**src/rtl/io_pkg.sv**
```systemverilog
// Shared definitions for the IO module: controller state encoding and byte-lane indices.
package io_pkg;

  typedef logic [1:0] state_t;

  localparam state_t IDLE     = 2'b00;
  localparam state_t DECOMP   = 2'b01;
  localparam state_t WAIT_CMD = 2'b10;
  localparam state_t CALC     = 2'b11;

  localparam int LANE_A = 0;
  localparam int LANE_B = 1;
  localparam int LANE_U = 2;
  localparam int LANE_R = 3;

endpackage

```
**src/rtl/io_decomp_ctrl_if.sv**
```systemverilog
// Host/decompressor/coordinator signals around the IO decompression controller.
interface io_decomp_ctrl_if;
  logic       int_req;
  logic       process;
  logic       wvalid;
  logic [3:0] eob;
  logic       ready;
  logic [3:0] start;
  logic [3:0] lane_en;
  logic       next;
  logic [3:0] finish;
  logic       calc_start;
  logic       done;
  logic       busy;

  modport master (
    output int_req, process, wvalid, eob, ready,
    input  start, lane_en, next, finish, calc_start, done, busy
  );

  modport slave (
    input  int_req, process, wvalid, eob, ready,
    output start, lane_en, next, finish, calc_start, done, busy
  );
endinterface

```
**src/rtl/adder.sv**
```systemverilog
// Parameterised unsigned adder; the sum wraps at WIDTH bits.
module adder #(
  parameter int WIDTH = 2
) (
  input  logic [WIDTH-1:0] a,
  input  logic [WIDTH-1:0] b,
  output logic [WIDTH-1:0] sum
);
  assign sum = a + b;
endmodule

```
**src/rtl/io_decomp_ctrl.sv**
```systemverilog
// Sequences the four byte-lane decompressors through load, then hands off to the
// coordinator for the calculate phase. All outputs come straight from flops.
module io_decomp_ctrl
  import io_pkg::*;
#(
  parameter int REST_OBJS = 2
) (
  input logic              clk,
  input logic              reset,
  io_decomp_ctrl_if.slave  bus
);

  localparam logic [1:0] REST_TARGET = 2'(REST_OBJS);

  state_t     state_q, state_d;
  logic [3:0] start_q, start_d;
  logic [3:0] lane_en_q, lane_en_d;
  logic [3:0] finish_q, finish_d;
  logic       next_q, next_d;
  logic       calc_start_q, calc_start_d;
  logic       done_q, done_d;
  logic       busy_q, busy_d;
  logic [1:0] rest_cnt_q, rest_cnt_d;
  logic       calc_pending_q, calc_pending_d;
  logic [1:0] rest_sum;
  logic       calc_req;
  logic       load_req;
  logic       pending_now;

  adder #(2) u_rest_add (
    .a   (rest_cnt_q),
    .b   (2'd1),
    .sum (rest_sum)
  );

  assign calc_req = bus.int_req & bus.process;
  assign load_req = bus.int_req & ~bus.process;

  always_comb begin
    state_d        = state_q;
    start_d        = 4'b0000;
    lane_en_d      = lane_en_q;
    finish_d       = finish_q;
    next_d         = 1'b0;
    calc_start_d   = 1'b0;
    done_d         = 1'b0;
    rest_cnt_d     = rest_cnt_q;
    calc_pending_d = calc_pending_q;
    pending_now    = calc_pending_q;

    case (state_q)
      IDLE: begin
        if (load_req) begin
          state_d        = DECOMP;
          finish_d       = 4'b0000;
          rest_cnt_d     = 2'd0;
          calc_pending_d = 1'b0;
          start_d        = 4'b1111;
          lane_en_d      = 4'b1111;
        end
      end

      DECOMP: begin
        next_d = bus.wvalid && (lane_en_q != 4'b0000);
        for (int i = LANE_A; i <= LANE_U; i++) begin
          if (bus.eob[i] && !finish_q[i]) begin
            finish_d[i]  = 1'b1;
            lane_en_d[i] = 1'b0;
          end
        end
        // The rest lane closes only after REST_OBJS objects; once closed it no longer counts.
        if (bus.eob[LANE_R] && !finish_q[LANE_R]) begin
          rest_cnt_d = rest_sum;
          if (rest_sum == REST_TARGET) begin
            finish_d[LANE_R]  = 1'b1;
            lane_en_d[LANE_R] = 1'b0;
          end
        end
        pending_now    = calc_pending_q | calc_req;
        calc_pending_d = pending_now;
        if (finish_d == 4'b1111) begin
          if (pending_now) begin
            state_d      = CALC;
            calc_start_d = 1'b1;
          end else begin
            state_d = WAIT_CMD;
          end
        end
      end

      WAIT_CMD: begin
        if (calc_req) begin
          state_d      = CALC;
          calc_start_d = 1'b1;
        end
      end

      CALC: begin
        if (bus.ready) begin
          state_d = IDLE;
          done_d  = 1'b1;
        end
      end

      default: state_d = IDLE;
    endcase

    busy_d = (state_d != IDLE);
  end

  always_ff @(posedge clk) begin
    if (reset) begin
      state_q        <= IDLE;
      start_q        <= 4'b0000;
      lane_en_q      <= 4'b0000;
      finish_q       <= 4'b0000;
      next_q         <= 1'b0;
      calc_start_q   <= 1'b0;
      done_q         <= 1'b0;
      busy_q         <= 1'b0;
      rest_cnt_q     <= 2'd0;
      calc_pending_q <= 1'b0;
    end else begin
      state_q        <= state_d;
      start_q        <= start_d;
      lane_en_q      <= lane_en_d;
      finish_q       <= finish_d;
      next_q         <= next_d;
      calc_start_q   <= calc_start_d;
      done_q         <= done_d;
      busy_q         <= busy_d;
      rest_cnt_q     <= rest_cnt_d;
      calc_pending_q <= calc_pending_d;
    end
  end

  assign bus.start      = start_q;
  assign bus.lane_en    = lane_en_q;
  assign bus.finish     = finish_q;
  assign bus.next       = next_q;
  assign bus.calc_start = calc_start_q;
  assign bus.done       = done_q;
  assign bus.busy       = busy_q;

endmodule

```
**src/flat_wrapper.sv**
```systemverilog
// flat-port wrapper written by rule: the top's interface ports become plain ports
module io_decomp_ctrl_flat import io_pkg::*;
#(
  parameter int REST_OBJS = 2
)
  (clk, reset, bus_int_req, bus_process, bus_wvalid, bus_eob, bus_ready, bus_start, bus_lane_en, bus_next, bus_finish, bus_calc_start, bus_done, bus_busy);
  io_decomp_ctrl_if bus_i ();
  input logic clk;
  input logic reset;
  input wire logic [$bits(bus_i.int_req)-1:0] bus_int_req;
  input wire logic [$bits(bus_i.process)-1:0] bus_process;
  input wire logic [$bits(bus_i.wvalid)-1:0] bus_wvalid;
  input wire logic [$bits(bus_i.eob)-1:0] bus_eob;
  input wire logic [$bits(bus_i.ready)-1:0] bus_ready;
  output wire logic [$bits(bus_i.start)-1:0] bus_start;
  output wire logic [$bits(bus_i.lane_en)-1:0] bus_lane_en;
  output wire logic [$bits(bus_i.next)-1:0] bus_next;
  output wire logic [$bits(bus_i.finish)-1:0] bus_finish;
  output wire logic [$bits(bus_i.calc_start)-1:0] bus_calc_start;
  output wire logic [$bits(bus_i.done)-1:0] bus_done;
  output wire logic [$bits(bus_i.busy)-1:0] bus_busy;
  assign bus_i.int_req = bus_int_req;
  assign bus_i.process = bus_process;
  assign bus_i.wvalid = bus_wvalid;
  assign bus_i.eob = bus_eob;
  assign bus_i.ready = bus_ready;
  assign bus_start = bus_i.start;
  assign bus_lane_en = bus_i.lane_en;
  assign bus_next = bus_i.next;
  assign bus_finish = bus_i.finish;
  assign bus_calc_start = bus_i.calc_start;
  assign bus_done = bus_i.done;
  assign bus_busy = bus_i.busy;
  io_decomp_ctrl #(.REST_OBJS(REST_OBJS)) u_core (.clk(clk), .reset(reset), .bus(bus_i));
endmodule
```
**config.mk**
```make
export PLATFORM = sky130hd
export DESIGN_NAME = io_decomp_ctrl_flat
export DESIGN_NICKNAME = d
export VERILOG_FILES = /design/src/rtl/io_pkg.sv /design/src/rtl/io_decomp_ctrl_if.sv /design/src/rtl/adder.sv /design/src/rtl/io_decomp_ctrl.sv /design/src/flat_wrapper.sv
export SDC_FILE = /design/constraint.sdc
export NUM_CORES = 1
export LEC_CHECK = 0
export BUFFER_PORTS_ARGS = -buffer_cell sky130_fd_sc_hd__buf_2
export CAP_MARGIN = 20
export CORE_UTILIZATION = 52
export CTS_BUF_LIST = sky130_fd_sc_hd__clkbuf_8
export DETAILED_ROUTE_END_ITERATION = 8
export PLACE_DENSITY = 0.8
export REMOVE_ABC_BUFFERS = 1
export SKIP_CTS_REPAIR_TIMING = 1
export SYNTH_ARGS = -nofsm -noshare
export SYNTH_HDL_FRONTEND = slang
export SYNTH_HIERARCHICAL = 1
export SYNTH_SLANG_ARGS = --single-unit
```
**constraint.sdc**
```tcl
create_clock -name clk -period 4.46 [get_ports clk]
set_input_delay 0.892 -clock clk [delete_from_list [all_inputs] [get_ports clk]]
set_output_delay 0.892 -clock clk [all_outputs]
set_load 0.005 [all_outputs]
```
# Word level (Yosys, flattened, before mapping)
# Index checks and enable logic that the tools add are counted.
# totals
ff_bits	21
latch_bits	0
ram_bits	0
mem_bits_ro	0
out_inout_bits	16
elab_cells	89
n_memories	0
# op_classes
n_addsub	1
multipliers	0
n_div	0
n_lt_le_gt_ge	0
eq_ne	11
shift	0
muxes	35
bitwise	7
reduce_logical	22
# ops
operator	count
2-to-1 mux 1 bit	20
one-hot mux 4 bit (2 select lines)	2
2-to-1 mux 2 bit	6
2-to-1 mux 4 bit	3
inequality test 2 x 1 -> 1 bit (second input constant)	6
AND reduction 3 bit	4
one-hot mux 2 bit (4 select lines)	1
== test 2 bit (second input constant)	3
OR reduction 2 bit	3
logical AND 1 bit	5
== test 4 bit (second input constant)	1
logical NOT 1 bit	4
inverter 1 bit	4
one-hot mux 1 bit (2 select lines)	2
one-hot mux 2 bit (2 select lines)	1
AND reduction 4 bit	1
nonzero test 2 bit	2
nonzero test 4 bit	1
adder 2 x 1 -> 2 bit (second input constant)	1
bitwise AND 1 bit	2
== test 2 x 1 -> 1 bit (second input constant)	1
logical NOT 2 bit	1
AND reduction 2 bit	1
OR 1 bit	1

# Longest topological paths before layout
# depth
ltp_word	9
depth_mapped	7
depth_no_buf	6

# Hierarchy
# The synthesis kept the hierarchy.
# modules_own_cells
mod	instances	cells_per_inst	area_per_inst_um2	seq_area_each_um2
io_decomp_ctrl	1	100	873.3	360.3
adder	1	2	36.3	0.0

# Least setup slack after synthesis
# Ideal clock, no wire load.
# synth_path
path_kind	reg-to-reg
from	reg u_core.rest_cnt_q[0]
to	reg u_core.busy_q, in the netlist u_core/bus.busy
setup_time_ps	82
t_arrival_ps	1795
path_slack_ps	2583
stages_incl_launch_ff	7
synth_period_minus_slack_ps	1877
path_cell_list	dfxtp_1 ha_1 xor3_1 nand3b_4 a211o_1 or3b_1 o2111ai_1
# synth_between
elab_chain_cells	9
# synth_lines
element	line_no	source
from (decl)	io_decomp_ctrl.sv:23	logic [1:0] rest_cnt_q, rest_cnt_d;
from (signal assigned)	io_decomp_ctrl.sv:132	rest_cnt_q <= rest_cnt_d;
adder 2 x 1 -> 2 bit	adder.sv:9	assign sum = a + b;
via u_core.rest_sum[1]	io_decomp_ctrl.sv:25	logic [1:0] rest_sum;
== test 2 bit	io_decomp_ctrl.sv:74	if (rest_sum == REST_TARGET) begin
2-to-1 mux 1 bit	io_decomp_ctrl.sv:74	
2-to-1 mux 1 bit	io_decomp_ctrl.sv:72	if (bus.eob[LANE_R] && !finish_q[LANE_R]) begin
2-to-1 mux 1 bit	io_decomp_ctrl.sv:51	case (state_q)
== test 4 bit	io_decomp_ctrl.sv:81	if (finish_d == 4'b1111) begin
2-to-1 mux 2 bit	io_decomp_ctrl.sv:81	
one-hot mux 2 bit (4 select lines)	io_decomp_ctrl.sv:51	
nonzero test 2 bit	io_decomp_ctrl.sv:108	busy_d = (state_d != IDLE);
to (signal assigned)	io_decomp_ctrl.sv:131	busy_q <= busy_d;
to (decl)	io_decomp_ctrl.sv:22	logic busy_q, busy_d;
# The timed path passes the listed nets, and every way through them passes these cells. The select of a mux whose other input is x is not followed.
# A chain may end at the register's enable or synchronous reset.

# Worst setup path in the final report
# Ends and elaborated chain as after synthesis.

==> impl_results.md <==
- Status: complete, but fails checks
- Violated checks: DRC
- R2r startpoint: u_core/rest_cnt_q[0]
- Placed Area: just over 1000 µm²
- WHS: around 0.48 ns
- Htree depth: 1
- Reg-to-Reg End: u_core/bus.busy
- Input/output buffers: 25
- Via-per-instance ratio: 5.81
- Vias: 825
- Cell variety after synth: 36
- Total wire length: about 1.9 mm
- Detailed Route Iter0 Violations: 17
- Hold WC Path Type: flip-flop to flip-flop
- Hold path startpoint: u_core/calc_pending_q
- Pin count of the biggest net entering global routing: 15
- Drt wl/cell: 13.4 µm
- TritonCTS clock tree: built
- Gpl congestion: 0.786
- Ys async rst share: 0
- Fillers: 131
- Clock buffer count from CTS: 3
- Critical path, cell by cell: ha_1, xor3_1, nand3b_4, a211o_1, or3b_1, o2111ai_1
- Tot Pwr: 0.424 mW
- Arr. time, crit path: 2.17 ns
- Yosys reg bits: 18
- GRT Total Usage: 0.228
- Final Cell Area: 1080 µm²
- Core box area: 1580 µm²
- Clock sinks: 18
- Ant. Diodes: 0
- Die ar.: 1920 µm²
- CP Data Required Time: 4.63 ns
- Initial core utilization: 0.577
- Die Width: 43.8 µm
- Residual DRC count: 1
- CP Class: flip-flop to flip-flop
- Hold path endpoint: u_core/calc_pending_q
- Period Utilization, post-route: 0.447
- Cells after Synth: approximately 100
- Final min period: 1.99 ns
- Top FF cell, synth: dfxtp_1
- Clk Tree Root Cell: clkbuf_8
- Synthesis-to-layout area growth: 18.7%
- Setup Viol. Count Final: 0
- Final net count: 143
- FF-to-FF setup slack: 2.47 ns
- Post-Place Setup Slack: 2.46 ns
- Post-synthesis instance area: 910 µm²
- Clock Latency Late Sink: 0.25 ns
- Post-route setup TNS: 0 ns
- CP Launch Point: u_core/rest_cnt_q[0]
- WHS Path Cells: 2
- Setup WS post-layout: 2.47 ns
- Fin util: 0.685
- Placed insts: 138
- Number of detailed-route iterations in the first pass: 6
- First-pass GRT wire length: a little over 3 mm
- Share of layout cells above drive strength 1: 0.254
- Row count: 14
- Crit-path max FO: 4
- Max Clock Freq: around 500 MHz
- CP Launch Type: flip-flop
- I/O Pins: 26
- CTS clock-pin slew for the worst setup and hold paths: 0.06 ns
- CP max-delay cell: xor3_1
- Endpoints failing hold: 0
- Worst vdd ir: ~0.00025 V
- CTS max path bufs: 2
- P_leak: approximately 0.50 nW
- Die height: 43.8 µm
- Max Cap Viol: 0
- Depth of the most critical reg-to-reg path: 6
- Post-Layout Cell Count: 142
- Syn avg cell area: 8.92 µm²
- Max Slew Vio Count: 0
- Post-DP HPWL: 1.44 mm
- GRT overflow: 0
- Sequential area share after synthesis: 0.396
- Vias in the first global route: ~710
- Nature of the critical path endpoint: flip-flop
- Power per Cell Area: 393 nW/µm²
- Final ANT Viol Nets: 0
- Setup Skew: 0.00184 ns
- RSZ-0062 raised after global routing: no
- Initial antenna violation count: 0
- Number of synthesized flops with an enable pin: 0
- CP peak stage delay: 0.47 ns
- Ys Warns: 6
[Yosys cell counts, types with 2 or more instances]
cell      number  share of area
nand3b_1       2          0.017
inv_1          6          0.025
dfxtp_1       18           0.40
nor2b_1        2          0.014
clkbuf_1       2         0.0083
a21oi_1       10          0.055
and3b_1        2          0.019
nand2_1        2         0.0083
buf_4          3          0.025
conb_1         2         0.0083
nand2b_1       2          0.014
a31oi_1        2          0.014
ha_1           6          0.083
nand4_1        2          0.014
nor2_1        10          0.041
o21ai_0       11          0.061
[routing by layer]
layer | wire [µm] | up-vias | global-route usage
li1 | - | 408 | -
met1 | 866 | 373 | 0.298
met2 | 853 | 39 | 0.334
met3 | 144 | 5 | 0.0542
met4 | 39 | 0 | 0.144
met5 | 0 | - | 0
[report_power, final]
| part | switching, mW | internal, mW |
|---|---|---|
| combinational | 0.0592 | 0.0443 |
| clock | 0.0525 | 0.0784 |
| sequential | 0.0134 | 0.177 |
[kinds of logic after synthesis]
group | Yosys count | synth area share
xor+xnor | 1 | 0.0261
flops | 18 | 0.396
buf+inv | 11 | 0.0578
fa+ha+maj | 6 | 0.0825
other cells | 2 | 0.00826
simple gates | 33 | 0.226
compound gates | 31 | 0.204
[layout by cell type, fill, tap and decap left out, types with 2 or more instances in the layout]
cell type / netlist / layout
inv_1: 6 / 6
o21ai_0: 11 / 11
nand4_1: 2 / 2
nor2_1: 10 / 10
ha_1: 6 / 6
conb_1: 2 / 2
nand2b_1: 2 / 2
a21oi_1: 10 / 10
buf_2: 0 / 25
nand2_1: 2 / 2
nand3b_1: 2 / 2
nor2b_1: 2 / 2
a31oi_1: 2 / 2
and3b_1: 2 / 2
clkbuf_8: 0 / 4
dfxtp_1: 18 / 18
[flip-flops by register name (all words and copies together) (netlist names)]
| name | cells |
|---|---|
| u_core/bus.finish | 4 |
| u_core/bus.calc_start | 1 |
| u_core/rest_cnt_q | 2 |
| u_core/bus.busy | 1 |
| u_core/bus.start | 1 |
| u_core/bus.lane_en | 4 |
| u_core/bus.next | 1 |
| u_core/bus.done | 1 |
| u_core/state_q | 2 |
| u_core/calc_pending_q | 1 |
[worst max-delay path by stage]
stage | to | depth (start not counted)
6_report | u_core/bus.busy | 6
5_1_grt | u_core/bus.busy | 6
4_1_cts | u_core/bus.busy | 6
3_5_place_dp | u_core/bus.busy | 5
3_3_place_gp | u_core/bus.busy | 5
2_1_floorplan | u_core/bus.busy | 6
[layout make-up]
type | count | area (µm²) | area share
flip-flops and latches | 18 | 360 | 0.334
clock buffers | 4 | 55.1 | 0.0510
multi-input cells | 73 | 497 | 0.460
repair buffers | 25 | 125 | 0.116
well taps | 16 | 20.0 | 0.0185
inverters | 6 | 22.5 | 0.0209
[critical path: cells and delay by family, from the launching register on]
kind / cells / cell delay, ns
AOI/OAI and AO/OA: 2 / 0.44
xor gates and xnor gates: 1 / 0.47
adders and majority gates: 1 / 0.19
DFF: 1 / 0.31
and+or+nand+nor: 2 / 0.49
Power figures use the tool's default switching activity.
